## config.mk

```make
export PLATFORM = sky130hd
export DESIGN_NAME = fifo_reader
export DESIGN_NICKNAME = d
export VERILOG_FILES = /design/src/rtl/fifo_pkg.sv /design/src/rtl/fifo_reader_skid.sv /design/src/rtl/fifo_reader.sv
export SDC_FILE = /design/constraint.sdc
export NUM_CORES = 1
export LEC_CHECK = 0
export BUFFER_PORTS_ARGS = -buffer_cell sky130_fd_sc_hd__buf_2
export CAP_MARGIN = 30
export CORE_AREA = 2 2 114 116
export CTS_CLUSTER_DIAMETER = 30
export DETAILED_ROUTE_END_ITERATION = 10
export DIE_AREA = 0 0 116 118
export GPL_TIMING_DRIVEN = 0
export PLACE_DENSITY = 0.63
export SETUP_SLACK_MARGIN = 0.4
export SLEW_MARGIN = 25
export SYNTH_ARGS = -nofsm -noshare
export SYNTH_HDL_FRONTEND = slang
export SYNTH_SLANG_ARGS = --single-unit
```

## constraint.sdc

```tcl
create_clock -name clock -period 3.55 [get_ports clock]
set_input_delay 0.71 -clock clock [delete_from_list [all_inputs] [get_ports clock]]
set_output_delay 0.71 -clock clock [all_outputs]
set_load 0.01 [all_outputs]
```

## src/rtl/fifo_pkg.sv

```systemverilog
// Shared fifo constants and the skid-store occupancy type, used by the fifo reader
// and by fifo instantiations that must agree on word width and depth.
package fifo_pkg;

  localparam int unsigned FifoWidth    = 40;
  localparam int unsigned FifoAddrBits = 3;

  typedef enum logic [1:0] {
    OccEmpty = 2'd0,
    OccOne   = 2'd1,
    OccTwo   = 2'd2
  } occ_e;

endpackage

```

## src/rtl/fifo_reader_skid.sv

```systemverilog
// Two-entry skid store: head/tail registers plus occupancy state, push and pop in any
// combination.
module fifo_reader_skid
  import fifo_pkg::*;
#(
  parameter int unsigned width = FifoWidth
) (
  input  logic             clock,
  input  logic             reset,
  input  logic             i_flush,
  input  logic             i_push,
  input  logic [width-1:0] i_data,
  input  logic             i_pop,
  output occ_e             o_occ,
  output logic             o_valid,
  output logic [width-1:0] o_data
);

  occ_e             r_occ;
  occ_e             w_occ_next;
  logic [width-1:0] r_head;
  logic [width-1:0] r_tail;

  always_ff @(posedge clock) begin
    if (reset) begin
      r_occ <= OccEmpty;
    end else begin
      r_occ <= w_occ_next;
    end
  end

  always_comb begin
    w_occ_next = r_occ;
    if (i_flush) begin
      w_occ_next = OccEmpty;
    end else if (i_push && !i_pop) begin
      case (r_occ)
        OccEmpty: w_occ_next = OccOne;
        OccOne:   w_occ_next = OccTwo;
        default:  w_occ_next = r_occ;
      endcase
    end else if (!i_push && i_pop) begin
      case (r_occ)
        OccTwo:  w_occ_next = OccOne;
        OccOne:  w_occ_next = OccEmpty;
        default: w_occ_next = r_occ;
      endcase
    end
  end

  // Head is always the oldest word; a pop shifts tail into head.
  always_ff @(posedge clock) begin
    if (reset) begin
      r_head <= '0;
      r_tail <= '0;
    end else if (!i_flush) begin
      if (i_pop) begin
        if (r_occ == OccTwo) begin
          r_head <= r_tail;
          if (i_push) r_tail <= i_data;
        end else if (i_push) begin
          r_head <= i_data;
        end
      end else if (i_push) begin
        if (r_occ == OccEmpty) r_head <= i_data;
        else                   r_tail <= i_data;
      end
    end
  end

  always_comb begin
    o_occ   = r_occ;
    o_valid = (r_occ != OccEmpty);
    o_data  = r_head;
  end

endmodule

```

## src/rtl/fifo_reader.sv

```systemverilog
// Drains an attached fifo into a 2-entry skid store with a valid/ready output.
// Optional transfer counter is built when FIFO_READER_STATS_EN is defined.
module fifo_reader
  import fifo_pkg::*;
#(
  parameter int unsigned width     = FifoWidth,
  parameter int unsigned addr_bits = FifoAddrBits
) (
  input  logic               clock,
  input  logic               reset,
  output logic               fifo_ren,
  input  logic [width-1:0]   fifo_rdata,
  input  logic [addr_bits:0] fifo_count,
  input  logic               flush,
  output logic               out_valid,
  input  logic               out_ready,
  output logic [width-1:0]   out_data
`ifdef FIFO_READER_STATS_EN
  ,
  output logic [31:0]        xfer_count
`endif
);

  logic       r_inflight;
  occ_e       w_occ;
  logic       w_pop;
  logic       w_push;
  logic [2:0] w_load;

  assign w_pop  = out_valid && out_ready;
  // A word landing during flush is discarded rather than stored.
  assign w_push = r_inflight && !flush;
  assign w_load = {1'b0, w_occ} + {2'b0, r_inflight} - {2'b0, w_pop};

  assign fifo_ren = !reset && !flush && (fifo_count != '0) && (w_load < 3'd2);

  always_ff @(posedge clock) begin
    if (reset) begin
      r_inflight <= 1'b0;
    end else begin
      r_inflight <= fifo_ren;
    end
  end

  fifo_reader_skid #(
    .width (width)
  ) u_skid (
    .clock   (clock),
    .reset   (reset),
    .i_flush (flush),
    .i_push  (w_push),
    .i_data  (fifo_rdata),
    .i_pop   (w_pop),
    .o_occ   (w_occ),
    .o_valid (out_valid),
    .o_data  (out_data)
  );

`ifdef FIFO_READER_STATS_EN
  logic [31:0] r_xfer_count;

  always_ff @(posedge clock) begin
    if (reset) begin
      r_xfer_count <= '0;
    end else if (w_pop) begin
      r_xfer_count <= r_xfer_count + 32'd1;
    end
  end

  assign xfer_count = r_xfer_count;
`endif

endmodule

```

==> metrics.md <==
| Metric | Value |
|---|---|
| Outcome | `complete, no violations` |
| Routed wire length per instance | `17.1 µm` |
| Max transition margin | `51.4%` |
| Nets@finish | `621` |
| CTS tree | `built` |
| Placed insts | `727` |
| Yosys warning count | `0` |
| Ant diodes | `0` |
| CTS Buf Count | `9` |
| Largest delay contributor family on the critical path | `adder cells` |
| Part of the cycle the worst path needs | `86.0%` |
| First-pass GRT wire length | `20.8 mm` |
| Site row count | `41` |
| Design Area, Final | `0.00521 mm²` |
| CP startpoint kind | `register` |
| Leakage | `1.83 nW` |
| Fin cells | `744` |
| Final core occ | `42.0%` |
| DR vias | `4072` |
| Via-to-Cell Ratio | `5.47` |
| CP max FO | `7` |
| Setup violations, final | `0` |
| Final Hold Viols | `0` |
| Top sig layer | `met4` |
| Root Driver | `clkbuf_16` |
| Max Root-Sink Buffers | `2` |
| CTS clk-pin slew, worst paths | `70 ps` |
| Max Clk Rate | `328 MHz` |
| Sw Share | `22.6%` |
| Netlist area before placement | `0.00418 mm²` |
| Full die area | `0.0137 mm²` |
| NetSw | `0.000489 W` |
| Clk pwr share | `50.0%` |
| Port buffer count | `88` |
| Drt pass-1 iters | `5` |
| Routed Antenna Nets | `0` |
| Worst EP arrival | `2340 ps` |
| Setup TNS | `0 ps` |
| RSZ-0062 raised after global routing | `no` |
| Min-delay worst type | `register to register` |
| Multi-input gate area | `0.00223 mm²` |
| CP endpoint kind | `output pin` |
| Max IR drop VDD | `0.255 mV` |
| Buf+Inv Stages, Crit Path | `3` |
| CTS Hold Bufs | `0` |
| Cell variety after synth | `32` |
| Gate power share | `6.6%` |
| Internal Power | `0.00168 W` |
| Worst-Skew Late Latency | `340 ps` |
| Layout cells sized above 1 | `28.8%` |
| Overall power | `0.00217 W` |
| Metal-1 WL | `5.77 mm` |
| DRC viols | `0` |
| Cells after Synth | `467` |
| Crit Path Category | `register to output pin` |
| Largest net degree at the start of global routing | `14` |
| Met3 wire len | `863 µm` |
| Sequential cell area | `0.00167 mm²` |
| DIE HEIGHT | `118 µm` |
| Grt ovf | `0` |
| Critical path cell sequence | `inv_1, ha_2, nand2b_4, nor2_2, buf_4, fa_1, xor2_1, nor3_1, buf_2` |
| Worst-Margin Slew | `730 ps` |
| Synth top area share | `39.8%` |
| Initial antenna violation count | `0` |
| Seq pwr share | `43.4%` |
| FILL cells | `1288` |
| Worst path max stage delay | `390 ps` |
| Gpl congestion | `0.797` |
| Core area | `0.0124 mm²` |
| Max-slew violations | `0` |
| IO Count | `90` |
| Post-Syn Nets | `521` |
| Post-DP HPWL | `8.97 mm` |
| H-tree level count | `3` |
| Final Skew | `8.04 ps` |
| Syn avg cell area | `8.95 µm²` |
| Max cap viols | `0` |
| Met2 wire len | `5.98 mm` |
| Worst endpoint required time | `2840 ps` |
| Fin crit period | `3050 ps` |
| Cell area power density | `416 mW/mm²` |
| Clk sinks | `83` |
| Sequential area share after synthesis | `39.8%` |
| Die W | `116 µm` |
| Global-route usage over all layers | `18.8%` |
| Drt total wl | `12.7 mm` |
| Area Overhead vs Synth | `24.7%` |
| Vias in the first global route | `4041` |
| Slowest cell on crit path | `fa_1` |
| Starting density of the core | `33.7%` |
| Area post-placement | `0.00483 mm²` |
| Cell taking the most area after synthesis | `dfxtp_1` |
| Yosys reg bits | `83` |
| Drt first-iter violations | `322` |
| Synth top area cells | `dfxtp_1 (40%), a311oi_2 (14%), nand2_1 (7.3%)` |
## cells in the mapped netlist, drive strengths merged
library cell and number:
o211ai 40, fa 1, nand3b 1, or2 2, ha 5, nor4 1, and3b 1, o31ai 40
and3 1, nand2 81, clkbuf 47, o21ai 4, o311a 1, nor3 2, a311oi 40, inv 5
a21boi 1, mux2i 1, xor2 1, a31oi 40, nor2b 5, dfxtp 83, nor2 5, nand2b 1
buf 16, and2 1, a21oi 41
## layer usage
| metal | track usage (%) | up-vias |
|---|---|---|
| li1 | - | 1967 |
| met1 | 26.1 | 1934 |
| met2 | 30.2 | 160 |
| met3 | 3.14 | 11 |
| met4 | 5.06 | 0 |
| met5 | 0 | - |
## flip-flops by register name, summed over array words and instances (netlist names)
signal / count
u_skid.r_tail: 40
u_skid.o_occ: 2
u_skid.o_data: 40
r_inflight: 1
## layout by cell type (no fill, tap or decap), types with 5 or more instances in the layout
cell type / synthesis / routed
clkbuf_16: 0 / 9
clkbuf_1: 47 / 47
a31oi_1: 40 / 40
o211ai_1: 40 / 40
dfxtp_1: 83 / 81
a21oi_1: 41 / 41
buf_6: 5 / 5
a311oi_2: 40 / 40
o31ai_1: 40 / 40
nand2_1: 81 / 81
buf_2: 9 / 97
nor2b_1: 5 / 5
## cell type report
| cell class | instances | share of cell area [%] |
|---|---|---|
| clock buffers | 13 | 5.38 |
| repair buffers | 89 | 8.60 |
| well taps | 172 | 4.13 |
| clock inverters | 3 | 1.30 |
| plain buffers | 63 | 5.48 |
| flip-flops and latches | 83 | 32.0 |
| inverters | 5 | 0.360 |
| multi-input cells | 316 | 42.7 |
## stage by stage
step	setup WS, ps	hold slack [ps]
final	498	470
after global routing	402	488
after CTS	411	468
after detailed placement	486	459
after global placement	565	455
after floorplan	787	449
## repair_timing
item	in CTS	in global routing
endpoints found under the setup margin	1	1
buffers inserted	1	0
hold endpoints to repair	0	0
gates cloned	0	0
gates resized for setup	4	3
pin swaps	1	1
## final timing paths
check        cells past startpoint                      startpoint  slack, ps                              to
min reg2reg                      2  u_skid.r_tail[22]$_SDFFE_PP0P_        470  u_skid.r_tail[22]$_SDFFE_PP0P_
max                              9    u_skid.o_occ[0]$_SDFFE_PN0P_        500                        fifo_ren
min                              2  u_skid.r_tail[22]$_SDFFE_PP0P_        470  u_skid.r_tail[22]$_SDFFE_PP0P_
max reg2reg                      9           r_inflight$_SDFF_PP0_        980  u_skid.o_data[39]$_SDFFE_PP0P_
## worst min-delay path, delay by kind of cell, from the launching register on
kind	cells	cell delay, ps
flip-flops	1	310
AO/OA/AOI/OAI	2	120
## logic make-up (layout without fill, tap and decap cells)
| logic type | after synthesis | after routing | share of synthesized area [%] |
|---|---|---|---|
| flops | 83 | 83 | 39.8 |
| xor+xnor | 1 | 1 | 0.210 |
| compound gates | 207 | 207 | 40.5 |
| mux | 1 | 1 | 0.240 |
| fa+ha+maj | 6 | 6 | 1.98 |
| simple gates | 101 | 101 | 10.0 |
| buf+inv | 68 | 173 | 7.28 |
## power by group through the flow
stage	clock network, W	logic (W)	registers (W)
final	0.00108	0.000143	0.000940
after global routing	0.00113	0.000156	0.000940
after CTS	0.00108	0.000142	0.000941
after detailed placement	0	0.000142	0.000962
after global placement	0	0.000139	0.000962
after floorplan	0	0.0000733	0.000964
(Power assumes the default switching activity.)
